### src/rtl/alu_mc_if.sv
// alu_mc_if -- request/response bundle for alu_mc.
//   master : drives in_valid, op, a, b, out_ready; observes in_ready and the result.
//   slave  : the ALU side; drives in_ready, out_valid, res and the n/z/p/dz flags.
interface alu_mc_if #(
  parameter int WIDTH = 16
);
  logic             in_valid;
  logic             in_ready;
  logic [3:0]       op;
  logic [WIDTH-1:0] a;
  logic [WIDTH-1:0] b;
  logic             out_valid;
  logic             out_ready;
  logic [WIDTH-1:0] res;
  logic             n;
  logic             z;
  logic             p;
  logic             dz;

  modport master (
    output in_valid, op, a, b, out_ready,
    input  in_ready, out_valid, res, n, z, p, dz
  );

  modport slave (
    input  in_valid, op, a, b, out_ready,
    output in_ready, out_valid, res, n, z, p, dz
  );
endinterface

### src/rtl/alu_mc.sv
// alu_mc -- multi-cycle ALU with a valid/ready request and result handshake.
//   clk    : rising-edge clock
//   rst_n  : synchronous active-low reset
//   bus    : alu_mc_if slave port (in_valid/in_ready/op/a/b in,
//            out_valid/out_ready/res/n/z/p/dz out)
// Single-cycle ops complete one cycle after acceptance. MUL (shift-add) and
// DIV/MOD (restoring division) iterate one bit per cycle for WIDTH cycles.
//
// state | meaning
// IDLE  | in_ready=1, waiting for a request
// BUSY  | iterating MUL/DIV/MOD, counter counts WIDTH down to 0
// DONE  | out_valid=1, result held until out_ready
module alu_mc #(
  parameter int WIDTH = 16
) (
  input logic     clk,
  input logic     rst_n,
  alu_mc_if.slave bus
);

  localparam int CW = $clog2(WIDTH + 1);

  localparam logic [3:0] OP_ADD  = 4'd0;
  localparam logic [3:0] OP_NOT  = 4'd1;
  localparam logic [3:0] OP_SUB  = 4'd2;
  localparam logic [3:0] OP_AND  = 4'd3;
  localparam logic [3:0] OP_OR   = 4'd4;
  localparam logic [3:0] OP_XOR  = 4'd5;
  localparam logic [3:0] OP_MUL  = 4'd6;
  localparam logic [3:0] OP_SHL  = 4'd7;
  localparam logic [3:0] OP_SHR  = 4'd8;
  localparam logic [3:0] OP_DIV  = 4'd9;
  localparam logic [3:0] OP_MOD  = 4'd10;
  localparam logic [3:0] OP_PA0  = 4'd11;
  localparam logic [3:0] OP_PA1  = 4'd12;
  localparam logic [3:0] OP_HOLD = 4'd15;

  typedef enum logic [1:0] {
    IDLE,
    BUSY,
    DONE
  } state_t;

  state_t           state, state_nxt;
  logic [CW-1:0]    cnt, cnt_nxt;
  logic [3:0]       op_r, op_nxt;
  // r0: MUL accumulator / partial remainder
  // r1: shifting multiplicand / dividend shifting into quotient
  // r2: shifting multiplier / divisor
  logic [WIDTH-1:0] r0, r0_nxt;
  logic [WIDTH-1:0] r1, r1_nxt;
  logic [WIDTH-1:0] r2, r2_nxt;
  logic [WIDTH-1:0] res_r, res_nxt;
  logic             n_r, n_nxt;
  logic             z_r, z_nxt;
  logic             p_r, p_nxt;
  logic             dz_r, dz_nxt;

  logic [WIDTH-1:0] quick_res;
  logic [WIDTH-1:0] fin;
  logic             upd;
  logic             dz_val;
  logic [WIDTH:0]   shifted;
  logic [WIDTH:0]   diff;

  // Single-cycle results come straight from the operands presented at acceptance.
  always_comb begin
    quick_res = '0;
    case (bus.op)
      OP_ADD:         quick_res = bus.a + bus.b;
      OP_NOT:         quick_res = ~bus.a;
      OP_SUB:         quick_res = bus.a - bus.b;
      OP_AND:         quick_res = bus.a & bus.b;
      OP_OR:          quick_res = bus.a | bus.b;
      OP_XOR:         quick_res = bus.a ^ bus.b;
      OP_SHL:         quick_res = bus.a << 1;
      OP_SHR:         quick_res = bus.a >> 1;
      OP_PA0, OP_PA1: quick_res = bus.a;
      default:        quick_res = '0;
    endcase
  end

  always_comb begin
    state_nxt = state;
    cnt_nxt   = cnt;
    op_nxt    = op_r;
    r0_nxt    = r0;
    r1_nxt    = r1;
    r2_nxt    = r2;
    res_nxt   = res_r;
    n_nxt     = n_r;
    z_nxt     = z_r;
    p_nxt     = p_r;
    dz_nxt    = dz_r;
    fin       = '0;
    upd       = 1'b0;
    dz_val    = 1'b0;
    // Restoring-division trial: shift next dividend bit into the remainder and
    // try subtracting the divisor; the borrow bit decides restore vs keep.
    shifted   = {r0, r1[WIDTH-1]};
    diff      = shifted - {1'b0, r2};

    case (state)
      IDLE: begin
        if (bus.in_valid) begin
          op_nxt = bus.op;
          if (bus.op == OP_MUL || bus.op == OP_DIV || bus.op == OP_MOD) begin
            state_nxt = BUSY;
            cnt_nxt   = CW'(WIDTH);
            r0_nxt    = '0;
            r1_nxt    = bus.a;
            r2_nxt    = bus.b;
          end else begin
            state_nxt = DONE;
            if (bus.op != OP_HOLD) begin
              upd = 1'b1;
              fin = quick_res;
            end
          end
        end
      end

      BUSY: begin
        cnt_nxt = cnt - 1'b1;
        if (op_r == OP_MUL) begin
          if (r2[0]) r0_nxt = r0 + r1;
          r1_nxt = r1 << 1;
          r2_nxt = r2 >> 1;
        end else if (!diff[WIDTH]) begin
          r0_nxt = diff[WIDTH-1:0];
          r1_nxt = {r1[WIDTH-2:0], 1'b1};
        end else begin
          r0_nxt = shifted[WIDTH-1:0];
          r1_nxt = {r1[WIDTH-2:0], 1'b0};
        end
        // A zero divisor naturally yields an all-ones quotient and leaves the
        // dividend as remainder, so no special-case datapath is needed.
        if (cnt_nxt == '0) begin
          state_nxt = DONE;
          upd       = 1'b1;
          dz_val    = (op_r != OP_MUL) && (r2 == '0);
          fin       = (op_r == OP_DIV) ? r1_nxt : r0_nxt;
        end
      end

      DONE: begin
        if (bus.out_ready) state_nxt = IDLE;
      end

      default: state_nxt = IDLE;
    endcase

    if (upd) begin
      res_nxt = fin;
      n_nxt   = fin[WIDTH-1];
      z_nxt   = (fin == '0);
      p_nxt   = !fin[WIDTH-1] && (fin != '0);
      dz_nxt  = dz_val;
    end
  end

  always_ff @(posedge clk) begin
    if (!rst_n) begin
      state <= IDLE;
      cnt   <= '0;
      op_r  <= '0;
      r0    <= '0;
      r1    <= '0;
      r2    <= '0;
      res_r <= '0;
      n_r   <= 1'b0;
      z_r   <= 1'b1;
      p_r   <= 1'b0;
      dz_r  <= 1'b0;
    end else begin
      state <= state_nxt;
      cnt   <= cnt_nxt;
      op_r  <= op_nxt;
      r0    <= r0_nxt;
      r1    <= r1_nxt;
      r2    <= r2_nxt;
      res_r <= res_nxt;
      n_r   <= n_nxt;
      z_r   <= z_nxt;
      p_r   <= p_nxt;
      dz_r  <= dz_nxt;
    end
  end

  assign bus.in_ready  = (state == IDLE);
  assign bus.out_valid = (state == DONE);
  assign bus.res       = res_r;
  assign bus.n         = n_r;
  assign bus.z         = z_r;
  assign bus.p         = p_r;
  assign bus.dz        = dz_r;

endmodule

### src/flat_wrapper.sv
// flat-port wrapper written by rule: the top's interface ports become plain ports
module alu_mc_flat 
#(
  parameter int WIDTH = 16
)
  (clk, rst_n, bus_in_valid, bus_op, bus_a, bus_b, bus_out_ready, bus_in_ready, bus_out_valid, bus_res, bus_n, bus_z, bus_p, bus_dz);
  alu_mc_if #(.WIDTH(WIDTH)) bus_i ();
  input logic clk;
  input logic rst_n;
  input wire logic [$bits(bus_i.in_valid)-1:0] bus_in_valid;
  input wire logic [$bits(bus_i.op)-1:0] bus_op;
  input wire logic [$bits(bus_i.a)-1:0] bus_a;
  input wire logic [$bits(bus_i.b)-1:0] bus_b;
  input wire logic [$bits(bus_i.out_ready)-1:0] bus_out_ready;
  output wire logic [$bits(bus_i.in_ready)-1:0] bus_in_ready;
  output wire logic [$bits(bus_i.out_valid)-1:0] bus_out_valid;
  output wire logic [$bits(bus_i.res)-1:0] bus_res;
  output wire logic [$bits(bus_i.n)-1:0] bus_n;
  output wire logic [$bits(bus_i.z)-1:0] bus_z;
  output wire logic [$bits(bus_i.p)-1:0] bus_p;
  output wire logic [$bits(bus_i.dz)-1:0] bus_dz;
  assign bus_i.in_valid = bus_in_valid;
  assign bus_i.op = bus_op;
  assign bus_i.a = bus_a;
  assign bus_i.b = bus_b;
  assign bus_i.out_ready = bus_out_ready;
  assign bus_in_ready = bus_i.in_ready;
  assign bus_out_valid = bus_i.out_valid;
  assign bus_res = bus_i.res;
  assign bus_n = bus_i.n;
  assign bus_z = bus_i.z;
  assign bus_p = bus_i.p;
  assign bus_dz = bus_i.dz;
  alu_mc #(.WIDTH(WIDTH)) u_core (.clk(clk), .rst_n(rst_n), .bus(bus_i));
endmodule
### config.mk
export PLATFORM = sky130hd
export DESIGN_NAME = alu_mc_flat
export DESIGN_NICKNAME = d
export VERILOG_FILES = /design/src/rtl/alu_mc_if.sv /design/src/rtl/alu_mc.sv /design/src/flat_wrapper.sv
export SDC_FILE = /design/constraint.sdc
export NUM_CORES = 1
export LEC_CHECK = 0
export ABC_CLOCK_PERIOD_IN_PS = 6000
export BUFFER_PORTS_ARGS = -buffer_cell sky130_fd_sc_hd__buf_4
export CAP_MARGIN = 20
export CORE_UTILIZATION = 55
export CTS_CLUSTER_DIAMETER = 50
export DETAILED_ROUTE_END_ITERATION = 6
export GPL_ROUTABILITY_DRIVEN = 0
export PLACE_DENSITY_LB_ADDON = 0.3
export SYNTH_ARGS = -nofsm -noshare
export SYNTH_HDL_FRONTEND = slang
export SYNTH_SLANG_ARGS = --single-unit
### constraint.sdc
create_clock -name clk -period 6 [get_ports clk]
set_input_delay 0.6 -clock clk [delete_from_list [all_inputs] [get_ports clk]]
set_output_delay 0.6 -clock clk [all_outputs]
set_load 0.03 [all_outputs]
==> reports/qor.csv, run 1 <==
metric,value,unit
status,"complete, but fails checks",
failing checks,DRC,
CTS resizes,0,
Synth area leaders,"dfxtp_1, ha_1, nor2_1, a21oi_1, nand2_1",
setup bufs post-CTS,0,
Synth Area in Simple Gates,0.2087,
final net count,1272,
Setup Skew,0.009858,ns
Cells after Synth,1124,
Max Clk Rate,205.7,MHz
switching power,0.9093,mW
layout cell share with drive strength beyond 1,0.1015,
Synth Area in Compound Gates,0.3292,
DP HPWL,21440,um
number of distinct library cells after synthesis,78,
Clock Tree Root,clkbuf_16,
"Net Count, Synth",1248,
Clk pwr share,0.285,
final hold vios,0,
crit path kind,input pin to register,
Commonest cells post-synth,"nor2_1, nand2_1, a21oi_1, ha_1, dfxtp_1",
unrepaired setup endpoints after global routing,no,
GRT Resource Usage Total,0.3712,
WP data required,6.20,ns
Synth Flop Type,dfxtp_1,
Initial Util,0.5666,
first-pass GRT wire length,45770,um
Sum Neg Setup Slack,0,ns
synthesized flop and latch total,78,
dominant cell type by area after synthesis,dfxtp_1,
clock slew at reported path FFs,0.07,ns
port bufs,61,
Synth Area in XOR/XNOR,0.04962,
Power per Cell Area,239.9,nW/um^2
Max Slew Vio Count,0,
YS warnings,0,
largest net degree at the start of global routing,60,
wire length per cell,21.57,um
# clock sinks,78,
total grt overflow,0,
num rows,44,
max_cap viols,0,
async set or reset register ratio after synthesis,0,
Max Buffers Root-to-Sink,2,
crit share post-route,0.8101,
post-synthesis mux area share,0.03438,
average size of a mapped cell,7.381,sq um
internal cell power,1.290,mW
Num CTS Buffers,9,
detailed-route vias per instance,6.888,
filler instances,1318,
# DRC,13,
CTS tree,yes,
Worst Hold Class,register to register,
Final min period,4.861,ns
drt total wl,28840,um
WHS,0.4731,ns
share of the synthesized area in the top cell type,0.1882,
Max-slew headroom,0.1808,
CP max FO,48,
post-synthesis cell area,8297,sq um
Antenna Cells,0,
largest family of logic cells by synthesized area,compound AO/OA/AOI/OAI gates,
Peak VDD IR,137.4,uV
"antenna viol nets, final",0,
IO Pins,62,
CTS Hold Buffers Added,0,
Post-synth EDFFs,0,
crit path DAT,5.06,ns
Comb power frac,0.442,
CP endpoint kind,register,
Post-Synth Adder-Cell Area,0.1294,
sw frac,0.4134,
Static Leak,3.817,nW
initial antenna violation count,0,
CORE AREA,14640,sq um
die area,15580,sq um
Die X,124.8,um
first drt pass iteration count,7,
Worst-Skew Late Latency,0.35,ns
worst slew pin tran,1.212,ns
synth-to-layout area growth,10.51,%
Final setup violation count,0,
CP startpoint kind,input pin,
Die H,124.8,um
"Seq/Total Area, Yosys",0.1882,
Iteration-0 DRC Markers,1410,
sequential power share,0.273,
most common cell in the netlist,nor2_1,
number of H-tree levels,3,
vias in the first global route,8401,
via count,9209,
registers in the layout (all words and copies together) (netlist names), 2 cells and up:
name            cells
u_core.bus.res     15
u_core.cnt          5
u_core.op_r         4
u_core.r0          16
u_core.r1          16
u_core.r2          16
u_core.state        2
metrics by stage:
step	instances	setup WS (ns)	utilization	area (sq um)	power, mW
CTS	1337	1.328	0.6261	9169	2.167
floorplan	1124	1.590	-	8297	1.275
finish	1337	1.139	0.6261	9169	2.200
detailed placement	1321	0.9898	0.6037	8841	1.548
global route	1337	0.7411	0.6261	9169	2.307
global placement	1321	1.165	0.6037	8841	1.536
metal layers:
layer  up-vias  GRT usage  part of all wire
met3       103    0.08419              0.11
li1       4259          -                 -
met1      4288     0.4870              0.41
met4         0     0.1851             0.048
met5         -          0                 0
met2       559     0.5714              0.43
worst max-delay path, stage by stage:
cell	delay (ns)
buf_4	0.26
inv_1	0.23
nand2_1	0.13
nor3_1	0.77
nor2_1	0.13
xnor2_1	0.17
ha_1	0.32
nor2b_1	0.16
o31a_1	0.32
o311ai_0	0.42
nand3_1	0.20
a31oi_1	0.27
xnor2_1	0.09
a211oi_1	0.35
nor4b_2	0.27
o2111ai_1	0.17
nor3b_1	0.19
placed cells by master (no fill, tap or decap), drive strengths merged, types with 17 or more instances in the layout:
| master | synthesis | final |
|---|---|---|
| nand2 | 96 | 96 |
| ha | 81 | 81 |
| nor3 | 25 | 25 |
| buf | 18 | 74 |
| inv | 66 | 70 |
| a211oi | 30 | 30 |
| a21o | 17 | 17 |
| xnor2 | 32 | 32 |
| o221ai | 18 | 18 |
| nor2 | 124 | 124 |
| dfxtp | 78 | 78 |
| nand3 | 22 | 22 |
| o211ai | 33 | 33 |
| o21ai | 69 | 69 |
| a22oi | 17 | 17 |
| a21oi | 89 | 89 |
worst paths after layout:
kind                                         from                 to  slack (ns)  depth (start not counted)
worst max-delay path                    bus_op[2]       u_core.bus.p        1.14                         17
worst min register to register  u_core.bus.res[0]  u_core.bus.res[0]        0.47                          2
worst min-delay path            u_core.bus.res[0]  u_core.bus.res[0]        0.47                          2
worst max register to register      u_core.r1[15]       u_core.bus.p        1.59                         15
cell type report:
cell class	instances	area (sq um)	area share
multi-input combinational	918	6242	0.6808
clock buffer	9	225.2	0.02456
sequential	78	1562	0.1703
timing repair buffer	74	555.5	0.06059
tap	184	230.2	0.02511
clock inverter	7	102.6	0.01119
inverter	67	251.5	0.02743
power groups by stage:
stage | logic, mW | clock network (mW) | registers, mW
CTS | 0.947 | 0.623 | 0.597
floorplan | 0.668 | 0 | 0.607
global route | 1.05 | 0.652 | 0.602
detailed placement | 0.939 | 0 | 0.608
finish | 0.973 | 0.626 | 0.600
global placement | 0.928 | 0 | 0.608
kinds of logic after synthesis:
kind of cell / count (synthesis)
mux: 24
xor+xnor: 47
fa+ha+maj: 84
buf+inv: 128
flops: 78
simple gates: 364
compound gates: 399
No activity file was read; power rests on OpenSTA's default activity.
==> run 2: changes to the inputs <==
ABC_AREA = 1   (was unset)
ABC_CLOCK_PERIOD_IN_PS = 4400   (was 6000)
clock period = 4.4 ns   (was 6 ns; I/O delays follow)
==> run 2 against run 1 <==
The flow now finishes without violations. Utilization down 0.30 points. Sequential power up 35%. First-iteration DRC count down 45%. Critical path depth up 9. Area after synthesis up 2.7%. Largest power group unchanged. Highest routed layer unchanged.
==> reports/qor.csv, run 2 <==
metric,value,unit,change
"Seq/Total Area, Yosys",0.1832,,-0.005028
Synth area leaders,"nand2_1, dfxtp_1, ha_1, inv_1, nand3_1",,
first drt pass iteration count,7,,unchanged
Initial Util,0.5628,,-0.003733
crit-path leading delay family,simple AND/OR/NAND/NOR gates,,
Worst Hold End,u_core.state[1],,
# clock sinks,78,,unchanged
crit path DAT,4.02,ns,-1.04 ns
die area,16000,sq um,+2.7%
via count,9686,,+5.2%
reg2reg path depth,24,,+9
Setup Skew,0.01187,ns,+0.002008 ns
final net count,1592,,+25%
filler instances,1464,,+11%
CTS tree,yes,,
Max-slew headroom,0.2337,,+0.05289
average size of a mapped cell,5.969,sq um,-19%
wire length per cell,16.28,um,-25%
Top Registers,"u_core.r0: 16 flops, u_core.r1: 16 flops, u_core.r2: 16 flops",,
Cells after Synth,1428,,+27%
status,"finished, final reports clean",,
num rows,45,,+2.3%
number of distinct library cells after synthesis,52,,-33%
synthesized flop and latch total,78,,unchanged
Crit-path slowest cell,fa_1,,
"antenna viol nets, final",0,,unchanged
Synth Flop Type,dfxtp_1,,
async set or reset register ratio after synthesis,0,,unchanged
max_cap viols,0,,unchanged
DP HPWL,21090,um,-1.6%
share of the synthesized area in the top cell type,0.1858,,-0.002386
Worst Hold Class,input pin to register,,
layout cell share with drive strength beyond 1,0.08147,,-0.02001
Worst Hold Path Cells,4,,+2
initial antenna violation count,0,,unchanged
Worst-Skew Late Latency,0.35,ns,about the same
most common cell in the netlist,nand2_1,,
Clock Tree Root,clkbuf_16,,
detailed-route vias per instance,5.831,,-15%
setup bufs post-CTS,0,,unchanged
IO Pins,62,,unchanged
Die H,126.5,um,+1.3%
drt total wl,27050,um,-6.2%
CP endpoint kind,register,,
Static Leak,4.970,nW,+30%
GRT Resource Usage Total,0.3410,,-0.03025
R2R setup slack,0.83,ns,-0.76 ns
most frequent cells in the layout,"nand2_1, inv_1, nor2_1",,
CP startpoint kind,input pin,,
crit share post-route,0.8563,,
Antenna Cells,0,,unchanged
cell mode on critical path,nand2_1,,
unrepaired setup endpoints after global routing,no,,
number of H-tree levels,3,,unchanged
# DRC,0,,-13
total grt overflow,0,,unchanged
clock slew at reported path FFs,0.07,ns,about the same
YS warnings,0,,unchanged
WP data required,4.65,ns,-1.55 ns
Num CTS Buffers,9,,unchanged
CTS Hold Buffers Added,0,,unchanged
Post-synth EDFFs,0,,unchanged
largest net degree at the start of global routing,54,,-10%
port bufs,61,,unchanged
crit path kind,input pin to register,,
Iteration-0 DRC Markers,776,,-45%
"commonest non-fill, non-tap cell in the layout",nand2_1,,
Final min period,3.768,ns,
final hold vios,0,,unchanged
Reg area,1562,sq um,unchanged
Reg-to-Reg End,u_core.bus.p,,
Die X,126.5,um,+1.3%
footprint of the multi-input gates,5927,sq um,-5.1%
Max Slew Vio Count,0,,unchanged
CTS resizes,0,,unchanged
Buf/Inv on CP,4,,+2
vias in the first global route,8653,,+3.0%
Power per Cell Area,317.4,nW/um^2,+32%
Final setup violation count,0,,unchanged
Max Buffers Root-to-Sink,2,,unchanged
CORE AREA,15150,sq um,+3.4%
dominant cell type by area after synthesis,nand2_1,,
Critical R2R Launch,u_core.r1[15],,
CP max stage delay,0.42,ns,-0.35 ns
Peak VDD IR,162.4,uV,+18%
post-synthesis cell area,8524,sq um,+2.7%
synth-to-layout area growth,10.71,%,
worst slew pin tran,1.150,ns,-0.06226 ns
final total power,2.996,mW,+36%
CP max FO,16,,-67%
Commonest cells post-synth,"nand2_1, inv_1, nor2_1, nand3_1, a21oi_1",,
Hold Crit Start,bus_out_ready,,
Sum Neg Setup Slack,0,ns,unchanged
"Net Count, Synth",1552,,+24%
Max Clk Rate,265.4,MHz,
first-pass GRT wire length,43380,um,-5.2%
==> run 2: cell types whose count changed in the layout (fill, tap and decap cells not counted), sizes merged, moves of 22 or more <==
cell	previous run	this run
nand2	96	432
inv	70	224
nand3	22	104
o211ai	33	5
a211oi	30	5
xnor2	32	7
o21ai	69	91
==> run 2: power breakdown <==
part	internal, mW	switching [mW]
clock	0.557	0.317
sequential	0.757	0.0545
combinational	0.429	0.881
total	1.74	1.25
==> run 2: through the flow <==
stage                       util  hold slack (ns)  setup slack (ns)  instance area [sq um]  cells
after detailed placement  0.6007           0.4664            0.4253                   9097   1645
after global routing      0.6231           0.3702            0.3232                   9438   1661
after global placement    0.6007           0.4499            0.5244                   9097   1645
after CTS                 0.6231           0.3500            0.7693                   9438   1661
final                     0.6231           0.3496            0.6323                   9438   1661
after floorplan                -           0.4409             1.248                   8524   1428
==> run 2: final cells by class <==
cell class / count / area share
clock buffer: 11 / 0.02466
tap: 188 / 0.02492
sequential: 78 / 0.1655
clock inverter: 5 / 0.01140
timing repair buffer: 69 / 0.05489
multi-input combinational: 1082 / 0.6280
inverter: 228 / 0.09068
==> run 2: layer usage <==
metal  global-route usage  routed length (um)  vias up
met5                    0                   0        -
met4               0.1495                1065        0
met3              0.05652                2668       68
met2               0.5564               12130      492
met1               0.4431               11190     4369
li1                     -                   -     4757
==> run 2: how the worst max path moves through the flow <==
stage                     slack [ns]           end  cells after the start      start
final                           0.63  u_core.bus.p                     26  bus_op[3]
after global routing            0.32  u_core.bus.p                     28  bus_op[3]
after CTS                       0.77  u_core.bus.p                     26  bus_op[3]
after detailed placement        0.43  u_core.bus.p                     26  bus_op[3]
after global placement          0.52  u_core.bus.p                     25  bus_op[3]
after floorplan                 1.25  u_core.bus.p                     26  bus_op[3]
==> run 2: worst register-to-register path, cell delays in order, from the launching register on <==
cell and delay [ns]:
dfxtp_1 0.38, inv_1 0.18, ha_1 0.19, inv_1 0.09, fa_1 0.44, nand2_1 0.08
nand2_1 0.08, nand3_1 0.11, nand2_2 0.11, nand2_4 0.11, nand3_4 0.15, nand2_4 0.21
nand2_1 0.22, nand2_1 0.12, nand2_1 0.07, nand2_1 0.10, nand2_1 0.06, nand2_1 0.11
nand2_1 0.06, nor2_1 0.09, nand2_1 0.05, nor2_1 0.21, nand3_1 0.13, nand2_1 0.09
inv_1 0.04
==> run 2: logic make-up after synthesis <==
family	count (synthesis)	synth area share
simple gates	693	0.3483
compound gates	278	0.1930
buf+inv	268	0.1218
fa+ha+maj	84	0.1259
flops	78	0.1832
xor+xnor	27	0.02774
==> run 3: changes to the inputs <==
CELL_PAD_IN_SITES_DETAIL_PLACEMENT = 1   (was unset)
CELL_PAD_IN_SITES_GLOBAL_PLACEMENT = 1   (was unset)
CORE_UTILIZATION = 39   (was 55)
==> run 3 against run 2 <==
Total power down 0.72%. Sequential cell count unchanged. Largest power group unchanged. Setup slack better by 0.012 ns. Non-clock buffer count up 5. Clock-buffer cell count down 1. Largest cell class unchanged.
==> reports/qor.csv, run 3 (synthesis gave the netlist of run 2 again) <==
metric,value,unit,change
layout cell share with drive strength beyond 1,0.08525,,+0.003784
num rows,53,,+18%
IO Pins,62,,unchanged
Most Crowded Layer GR,met2,,
crit path DAT,4.01,ns,about the same
Setup Skew,0.01286,ns,+0.0009925 ns
synth-to-layout area growth,11.96,%,
CORE AREA,21220,sq um,+40%
Clock Tree Root,clkbuf_16,,
CTS resizes,0,,unchanged
Antenna Cells,0,,unchanged
wire length per cell,18.83,um,+16%
status,"finished, final reports clean",,
Initial Util,0.4017,,-0.1611
sw frac,0.4499,,+0.03191
"commonest non-fill, non-tap cell in the layout",nand2_1,,
Die H,149.8,um,+18%
Max Slew Vio Count,0,,unchanged
Worst Hold Class,input pin to register,,
initial antenna violation count,0,,unchanged
Peak VDD IR,161.6,uV,-0.48%
Die X,149.8,um,+18%
Num CTS Buffers,9,,unchanged
GRT Resource Usage Total,0.3008,,-0.04012
total grt overflow,0,,unchanged
Clk pwr share,0.261,,-0.031
crit share post-route,0.8537,,-0.002625
detailed-route vias per instance,5.601,,-4.0%
"antenna viol nets, final",0,,unchanged
Max Clk Rate,266.2,MHz,+0.31%
Iteration-0 DRC Markers,665,,-14%
Sum Neg Setup Slack,0,ns,unchanged
Cells after DPL,1737,,+5.6%
CP max FO,16,,unchanged
CTS Hold Buffers Added,0,,unchanged
CP endpoint kind,register,,
Final setup violation count,0,,unchanged
first-pass GRT wire length,52040,um,+20%
global-route met1 utilization,0.3898,,-0.05331
die area,22450,sq um,+40%
Static Leak,4.969,nW,about the same
Comb power frac,0.465,,+0.028
Power per Cell Area,311.6,nW/um^2,-1.8%
worst slew pin tran,0.9065,ns,-0.2431 ns
unrepaired setup endpoints after global routing,no,,
first drt pass iteration count,5,,-2
crit path kind,input pin to register,,
Final Non-Filler Cells,1753,,+5.5%
sequential power share,0.274,,+0.003
# DRC,0,,unchanged
CTS tree,yes,,
final hold vios,0,,unchanged
DP HPWL,26460,um,+26%
max_cap viols,0,,unchanged
vias in the first global route,9737,,+13%
routing usage on met3,0.03049,,-0.02603
Max Buffers Root-to-Sink,2,,unchanged
CP startpoint kind,input pin,,
Max-slew headroom,0.3920,,+0.1583
# clock sinks,78,,unchanged
switching power,1.338,mW,+6.9%
port bufs,61,,unchanged
most frequent cells in the layout,"nand2_1, inv_1, nor2_1",,
drt total wl,33010,um,+22%
WP data required,4.65,ns,about the same
largest net degree at the start of global routing,54,,unchanged
met2 GRT Util,0.5009,,-0.05546
Worst-Skew Late Latency,0.35,ns,about the same
Top Registers,"u_core.r0: 16 flops, u_core.r1: 16 flops, u_core.r2: 16 flops",,
internal cell power,1.636,mW,-6.2%
via count,9818,,+1.4%
Final min period,3.756,ns,-0.01155 ns
number of H-tree levels,3,,unchanged
final net count,1597,,+0.31%
setup bufs post-CTS,0,,unchanged
clock slew at reported path FFs,0.07,ns,about the same
==> run 3: final timing paths <==
check,from,endpoint,slack [ns],depth (start not counted)
max,bus_op[3],u_core.bus.p,0.64,26
min,bus_out_ready,u_core.state[1],0.35,4
max reg2reg,u_core.r1[15],u_core.bus.p,1.01,24
min reg2reg,u_core.bus.dz,u_core.bus.dz,0.47,2
==> run 3: power by group through the flow <==
stage               Combinational [mW]  Sequential, mW  Clock (mW)
finish                            1.38           0.815       0.775
global route                      1.53           0.819       0.815
CTS                               1.36           0.813       0.782
detailed placement                1.35           0.828           0
global placement                  1.32           0.827           0
floorplan                        0.925           0.825           0
==> run 3: worst max-delay path: stages <==
cell,delay [ns]
buf_4,0.13
nor2_1,0.21
nand2_1,0.11
inv_1,0.09
nand2_1,0.30
nand2_1,0.14
o21ai_0,0.17
fa_1,0.43
inv_1,0.10
nand3_1,0.08
nand2_1,0.16
nand3_1,0.09
nand2_1,0.12
nand2_1,0.10
o21ai_0,0.28
nand2_1,0.11
nand2_1,0.08
o21ai_0,0.16
nand2_1,0.11
nand2_1,0.07
nor2_1,0.11
nand2_1,0.05
nor2_1,0.12
nand3_1,0.11
nand2_1,0.09
inv_1,0.04
==> run 3: stage by stage <==
step | total power [mW] | area [sq um] | setup slack [ns] | utilization | hold WS (ns)
2_1_floorplan | 1.750 | 8524 | 1.248 | - | 0.4409
3_3_place_gp | 2.143 | 9244 | 0.4474 | 0.4356 | 0.4497
3_5_place_dp | 2.182 | 9244 | 0.3361 | 0.4356 | 0.4622
4_1_cts | 2.959 | 9544 | 0.6920 | 0.4498 | 0.3492
5_1_grt | 3.164 | 9544 | 0.3104 | 0.4498 | 0.3558
6_report | 2.974 | 9544 | 0.6438 | 0.4498 | 0.3492
==> run 3: final cells by class <==
cell class / instances / area, sq um
clock inverter: 6 / 71.32
fill: 2986 / 11680
tap: 275 / 344.1
timing repair buffer: 74 / 555.5
inverter: 228 / 855.8
clock buffer: 10 / 229.0
multi-input combinational: 1082 / 5927
sequential: 78 / 1562
==> run 3: per-layer routing <==
metal / wire (um) / up-vias / part of all wire
met5: 0 / - / 0
met1: 14800 / 4677 / 0.45
met2: 15260 / 302 / 0.46
met4: 1338 / 0 / 0.041
met3: 1599 / 74 / 0.048
li1: - / 4765 / -
